`src/rtl/key_interrupt_ctrl_pkg.sv`:
```
// Shared receiver definitions for the PS/2 key interrupt controller:
// receiver states, PS/2 frame constants and the break (release) prefix code.
package key_interrupt_ctrl_pkg;

  typedef enum logic [1:0] {
    RX_IDLE   = 2'd0,
    RX_DATA   = 2'd1,
    RX_PARITY = 2'd2,
    RX_STOP   = 2'd3
  } rx_state_e;

  localparam int          FRAME_DATA_BITS = 8;
  localparam logic        START_BIT       = 1'b0;
  localparam logic        STOP_BIT        = 1'b1;
  localparam logic [7:0]  PS2_BREAK       = 8'hF0;

  // PS/2 uses odd parity across the eight data bits plus the parity bit.
  function automatic logic odd_parity_ok(input logic [7:0] data, input logic par);
    return ^{data, par};
  endfunction

endpackage

```
`src/rtl/key_interrupt_ctrl_ps2_rx.sv`:
```
// PS/2 frame receiver: synchronizes raw ps2_clk/ps2_data, steps one bit per
// falling keyboard-clock edge, and abandons partial frames after a quiet timeout.
module ps2_rx
  import key_interrupt_ctrl_pkg::*;
#(
  parameter int TIMEOUT_CYCLES = 50000
) (
  input  logic       clock,
  input  logic       reset,
  input  logic       ps2_clk,
  input  logic       ps2_data,
  output logic [7:0] rx_byte,
  output logic       byte_valid,
  output logic       err
);

  localparam int TW = $clog2(TIMEOUT_CYCLES) + 1;
  localparam logic [TW-1:0] TO_LAST = TW'(TIMEOUT_CYCLES - 1);

  logic clk_s1, sync_clk, sync_clk_prev;
  logic data_s1, sync_data;
  logic fall;

  rx_state_e     state, state_nxt;
  logic [2:0]    bit_cnt, bit_cnt_nxt;
  logic [7:0]    shreg, shreg_nxt;
  logic          par, par_nxt;
  logic [TW-1:0] to_cnt;
  logic          timeout_hit;

  // Synchronizers idle high so reset never fabricates a falling edge.
  always_ff @(posedge clock) begin
    if (reset) begin
      clk_s1        <= 1'b1;
      sync_clk      <= 1'b1;
      sync_clk_prev <= 1'b1;
      data_s1       <= 1'b1;
      sync_data     <= 1'b1;
    end else begin
      clk_s1        <= ps2_clk;
      sync_clk      <= clk_s1;
      sync_clk_prev <= sync_clk;
      data_s1       <= ps2_data;
      sync_data     <= data_s1;
    end
  end

  assign fall        = sync_clk_prev & ~sync_clk;
  assign timeout_hit = (state != RX_IDLE) && (to_cnt == TO_LAST);

  always_ff @(posedge clock) begin
    if (reset) begin
      state   <= RX_IDLE;
      bit_cnt <= '0;
      shreg   <= '0;
      par     <= 1'b0;
    end else begin
      state   <= state_nxt;
      bit_cnt <= bit_cnt_nxt;
      shreg   <= shreg_nxt;
      par     <= par_nxt;
    end
  end

  always_ff @(posedge clock) begin
    if (reset || fall || state == RX_IDLE) begin
      to_cnt <= '0;
    end else begin
      to_cnt <= to_cnt + 1'b1;
    end
  end

  always_comb begin
    state_nxt   = state;
    bit_cnt_nxt = bit_cnt;
    shreg_nxt   = shreg;
    par_nxt     = par;
    byte_valid  = 1'b0;
    err         = 1'b0;
    if (fall) begin
      unique case (state)
        RX_IDLE: begin
          if (sync_data == START_BIT) begin
            state_nxt   = RX_DATA;
            bit_cnt_nxt = '0;
          end else begin
            err = 1'b1;
          end
        end
        RX_DATA: begin
          shreg_nxt = {sync_data, shreg[7:1]};
          if (bit_cnt == 3'(FRAME_DATA_BITS - 1)) begin
            state_nxt = RX_PARITY;
          end else begin
            bit_cnt_nxt = bit_cnt + 1'b1;
          end
        end
        RX_PARITY: begin
          par_nxt   = sync_data;
          state_nxt = RX_STOP;
        end
        RX_STOP: begin
          if (sync_data == STOP_BIT && odd_parity_ok(shreg, par)) begin
            byte_valid = 1'b1;
          end else begin
            err = 1'b1;
          end
          state_nxt = RX_IDLE;
        end
        default: state_nxt = RX_IDLE;
      endcase
    end else if (timeout_hit) begin
      state_nxt = RX_IDLE;
      err       = 1'b1;
    end
  end

  assign rx_byte = shreg;

endmodule

```
`src/rtl/key_interrupt_ctrl.sv`:
```
// PS/2 keyboard front end: queues received scancodes in a FWFT FIFO and raises
// key_interrupt while data is held. Optional KEY_BREAK_FILTER_EN drops F0 and its follower.
module key_interrupt_ctrl
  import key_interrupt_ctrl_pkg::*;
#(
  parameter int DEPTH          = 8,
  parameter int TIMEOUT_CYCLES = 50000
) (
  input  logic                     clock,
  input  logic                     reset,
  input  logic                     ps2_clk,
  input  logic                     ps2_data,
  input  logic                     key_pop,
  output logic                     key_interrupt,
  output logic [7:0]               key_code,
  output logic [$clog2(DEPTH):0]   key_count,
  output logic                     overflow,
  output logic                     frame_err
);

  localparam int AW = $clog2(DEPTH);
  localparam int CW = AW + 1;

  logic [7:0]    rx_byte;
  logic          byte_valid;
  logic          rx_err;

  logic [7:0]    mem [DEPTH];
  logic [AW-1:0] wr_ptr, rd_ptr;
  logic [CW-1:0] count;
  logic          empty, full;
  logic          push_req, push_do, pop_do;

  ps2_rx #(
    .TIMEOUT_CYCLES(TIMEOUT_CYCLES)
  ) u_rx (
    .clock      (clock),
    .reset      (reset),
    .ps2_clk    (ps2_clk),
    .ps2_data   (ps2_data),
    .rx_byte    (rx_byte),
    .byte_valid (byte_valid),
    .err        (rx_err)
  );

`ifdef KEY_BREAK_FILTER_EN
  logic discard;

  // A break prefix swallows itself and the release code that follows it.
  assign push_req = byte_valid && (rx_byte != PS2_BREAK) && !discard;

  always_ff @(posedge clock) begin
    if (reset) begin
      discard <= 1'b0;
    end else if (byte_valid) begin
      if (discard) begin
        discard <= 1'b0;
      end else if (rx_byte == PS2_BREAK) begin
        discard <= 1'b1;
      end
    end
  end
`else
  assign push_req = byte_valid;
`endif

  assign empty   = (count == '0);
  assign full    = (count == CW'(DEPTH));
  assign pop_do  = key_pop && !empty;
  assign push_do = push_req && (!full || pop_do);

  always_ff @(posedge clock) begin
    if (reset) begin
      wr_ptr   <= '0;
      rd_ptr   <= '0;
      count    <= '0;
      overflow <= 1'b0;
    end else begin
      if (push_do) begin
        wr_ptr <= wr_ptr + 1'b1;
      end
      if (pop_do) begin
        rd_ptr <= rd_ptr + 1'b1;
      end
      unique case ({push_do, pop_do})
        2'b10:   count <= count + 1'b1;
        2'b01:   count <= count - 1'b1;
        default: count <= count;
      endcase
      if (push_req && full && !pop_do) begin
        overflow <= 1'b1;
      end
    end
  end

  always_ff @(posedge clock) begin
    if (push_do) begin
      mem[wr_ptr] <= rx_byte;
    end
  end

  assign key_interrupt = !empty;
  assign key_code      = empty ? 8'h00 : mem[rd_ptr];
  assign key_count     = count;
  assign frame_err     = rx_err;

endmodule

```
`config.mk`:
```
export PLATFORM = sky130hd
export DESIGN_NAME = key_interrupt_ctrl
export DESIGN_NICKNAME = d
export VERILOG_FILES = /design/src/rtl/key_interrupt_ctrl_pkg.sv /design/src/rtl/key_interrupt_ctrl_ps2_rx.sv /design/src/rtl/key_interrupt_ctrl.sv
export SDC_FILE = /design/constraint.sdc
export NUM_CORES = 1
export LEC_CHECK = 0
export CAP_MARGIN = 10
export CELL_PAD_IN_SITES_DETAIL_PLACEMENT = 1
export CELL_PAD_IN_SITES_GLOBAL_PLACEMENT = 1
export CORE_UTILIZATION = 50
export CTS_BUF_LIST = sky130_fd_sc_hd__clkbuf_4 sky130_fd_sc_hd__clkbuf_8
export CTS_CLUSTER_SIZE = 24
export DETAILED_ROUTE_END_ITERATION = 16
export GPL_TIMING_DRIVEN = 0
export PLACE_DENSITY_LB_ADDON = 0.1
export RECOVER_POWER = 25
export SETUP_SLACK_MARGIN = 0.02
export SLEW_MARGIN = 20
export SYNTH_ARGS = -nofsm -noshare
export SYNTH_HDL_FRONTEND = slang
export SYNTH_HIERARCHICAL = 1
export SYNTH_SLANG_ARGS = --single-unit
```
`constraint.sdc`:
```
create_clock -name clock -period 6.4 [get_ports clock]
set_clock_uncertainty 0.15 [all_clocks]
set_input_delay 1.28 -clock clock [delete_from_list [all_inputs] [get_ports clock]]
set_output_delay 1.28 -clock clock [all_outputs]
set_load 0.02 [all_outputs]
```
==> impl_metrics.tcl <==
set metrics [dict create \
    wl_per_cell_um 18.6 \
    rr_worst_depth 14 \
    clock_sinks 114 \
    clk_path_buf_depth 2 \
    synth_warnings 6 \
    tightestPinTransition_ns 0.861 \
    min-delay-start "u_rx/clk_s1" \
    leakagePower_nw 1.89 \
    synthCells 381 \
    fp.coreArea_um2 9330 \
    p_per_area_nw_per_um2 338 \
    cts_inserted_buffers 17 \
    cts_hold_buf 0 \
    rows 35 \
    cts_max_level 4 \
    insertedDiodeCount 0 \
    min_to "u_rx/sync_clk" \
    synth_area_leader_cell "edfxtp_1" \
    io_buffers 19 \
    ant_nets 0 \
    start_util 0.521 \
    p_clk_frac 0.364 \
    synth_area_um2 4860 \
    path_clk_slew_ns 0.07 \
    clkLatencyLatePin_ns 0.42 \
    gp_congestion 0.760 \
    fin_setup_tns_ns 0 \
    slew_viol_final 0 \
    period_minus_slack_ns 4.38 \
    vias_per_cell 5.42 \
    die_h_um 101 \
    p_switching_mw 0.512 \
    ir_drop_uv 129 \
    crit_type "reg2out" \
    timing.hold.ws_ns 0.262 \
    fin_util 0.606 \
    vias 3040 \
    worstPathArrival_ns 2.95 \
    intPower_mw 1.40 \
    postSynthNetCount 397 \
    layout-area-overhead-vs-synth_pct 16.2 \
    setup_viol 0 \
    min_path_type "reg2reg" \
    drive_gt1_frac 0.164 \
    min_period_over_period 0.684 \
    ys_ff_latch 114 \
    postCtsSetupBuffers 0 \
    wl_mm 10.4 \
    grt_max_degree 17 \
    cts-root-buf "clkbuf_8" \
    r2r_start "u_rx/rx_byte[3]" \
    hold_viol 0 \
    drv_cap 0 \
    status "completed" \
    async_flop_share 0 \
    whs_path_depth 1 \
    p_seq_frac 0.418 \
    cp.required_ns 4.97 \
    ff2ff_setup_slack_ns 2.96 \
    max_freq_mhz 228 \
    synth_cell_types 50 \
    p_comb_frac 0.219 \
    netlist.area_leader.share 0.395 \
    dieArea_um2 10100 \
    antenna_found_initial 0 \
    drtIter0Drc 88 \
    die_width_um 101 \
    pin_count 20 \
    grt_setup_unrepaired "false" \
    overflow 0 \
    drtPass1Iterations 4 \
    post-dp-hpwl_mm 6.76 \
    start_kind "flip-flop" \
    ys_top_cells_by_area "edfxtp_1 40%, dfxtp_1 21%, mux4_2 7.4%" \
    finalWorstSetupSlack_ns 2.02 \
    synth.avg_cell_area_um2 12.8 \
    drc 0 \
    grt_pass1_wl_mm 16.8 \
    ys_seq_area_frac 0.601 \
    total_power_mw 1.91 \
    cts_tree "built" \
    ctsResizeCount 0 \
    end_kind "primary output" \
    cp_max_fo 10 \
    nets 436 \
    p_sw_frac 0.268 \
    grt_pass1_vias 3195 \
    dominantRegCellSynth "edfxtp_1" \
    reg2reg_to "key_count[2]" \
    gr-usage-all-layers 0.231 \
    relSlewSlack 0.424 \
    pre_cts_ws_ns 2.59 \
    synth-edff-count 64 \
]
-- critical path, stage by stage, from the launching register on --
cell and delay [ns]:
dfxtp_1 0.32, buf_1 0.35, clkbuf_1 0.61, mux4_2 0.43, mux2i_1 0.20, nor2_1 0.07
clkdlybuf4s50_1 0.54
-- flip-flops by register name, summed over array words and instances, names as in the netlist, 2 cells and up, named ones only --
name / count
mem: 64
u_rx/to_cnt: 17
u_rx/rx_byte: 8
key_count: 4
rd_ptr: 3
u_rx/bit_cnt: 3
wr_ptr: 3
u_rx/state: 2
-- logic make-up after synthesis --
group                    count (synthesis)  share of synthesized area
AND/OR/NAND/NOR                        141                      0.142
flip-flops                             114                      0.601
XOR/XNOR                                28                     0.0533
buffers and inverters                   27                     0.0306
AO/OA/AOI/OAI                           33                     0.0476
adder cells (fa/ha/maj)                 11                     0.0283
multiplexers                            27                     0.0968
-- metrics by stage --
step	area (um^2)	cells
5_1_grt	5650	561
6_report	5650	561
2_1_floorplan	4860	381
3_5_place_dp	5250	530
3_3_place_gp	5210	529
4_1_cts	5650	561
-- routing by layer --
metal / part of all wire / global-route usage
met5: 0 / 0
met4: 0.018 / 0.0936
met2: 0.52 / 0.399
met1: 0.44 / 0.277
met3: 0.023 / 0.0596
-- synthesized netlist by cell type (4+ instances only) --
cell      count
nor3_1       10
nand2_1      29
buf_2         4
nand2b_1      5
xnor2_1      11
nor2_1       49
mux2i_1      11
xor2_1       16
edfxtp_1     64
ha_1         11
mux4_2       16
dfxtp_1      50
a21oi_1      16
nand4_1       6
inv_1         9
or2_2         5
clkbuf_1      7
nand3_1      18
-- power by group through the flow --
| stage | combinational, mW | sequential [mW] | clock (mW) |
|---|---|---|---|
| floorplan | 0.280 | 0.818 | 0 |
| global placement | 0.411 | 0.813 | 0 |
| detailed placement | 0.419 | 0.813 | 0 |
| CTS | 0.424 | 0.797 | 0.709 |
| global route | 0.451 | 0.799 | 0.746 |
| finish | 0.418 | 0.798 | 0.695 |
-- final cells by class --
class,instances,area (um^2)
buffer,18,115
clock buffer,17,234
tap,129,161
sequential,114,2920
timing repair buffer,20,198
multi-input combinational,240,1820
clock inverter,14,170
fill,958,3680
inverter,9,33.8
-- how the worst max path moves through the flow --
stage | startpoint | to
final | flip-flop | key_code[2]
after global routing | flip-flop | key_code[2]
after CTS | flip-flop | key_code[2]
after detailed placement | flip-flop | key_code[6]
after global placement | key_pop | mem[0][6]
after floorplan | flip-flop | key_code[5]
-- placed cells by master, fill, tap and decap left out, types with 5 or more instances in the layout --
master	n
clkinv_1	5
nand2_1	29
mux4_2	16
ha_1	11
xor2_1	16
nand3_1	18
nor2_1	49
mux2i_1	11
nand2b_1	5
xnor2_1	11
or2_2	5
inv_1	9
clkdlybuf4s50_1	19
a21oi_1	16
edfxtp_1	64
nor3_1	6
nand4_1	6
clkbuf_8	19
clkbuf_1	7
dfxtp_1	50
Power figures use the tool's default switching activity.
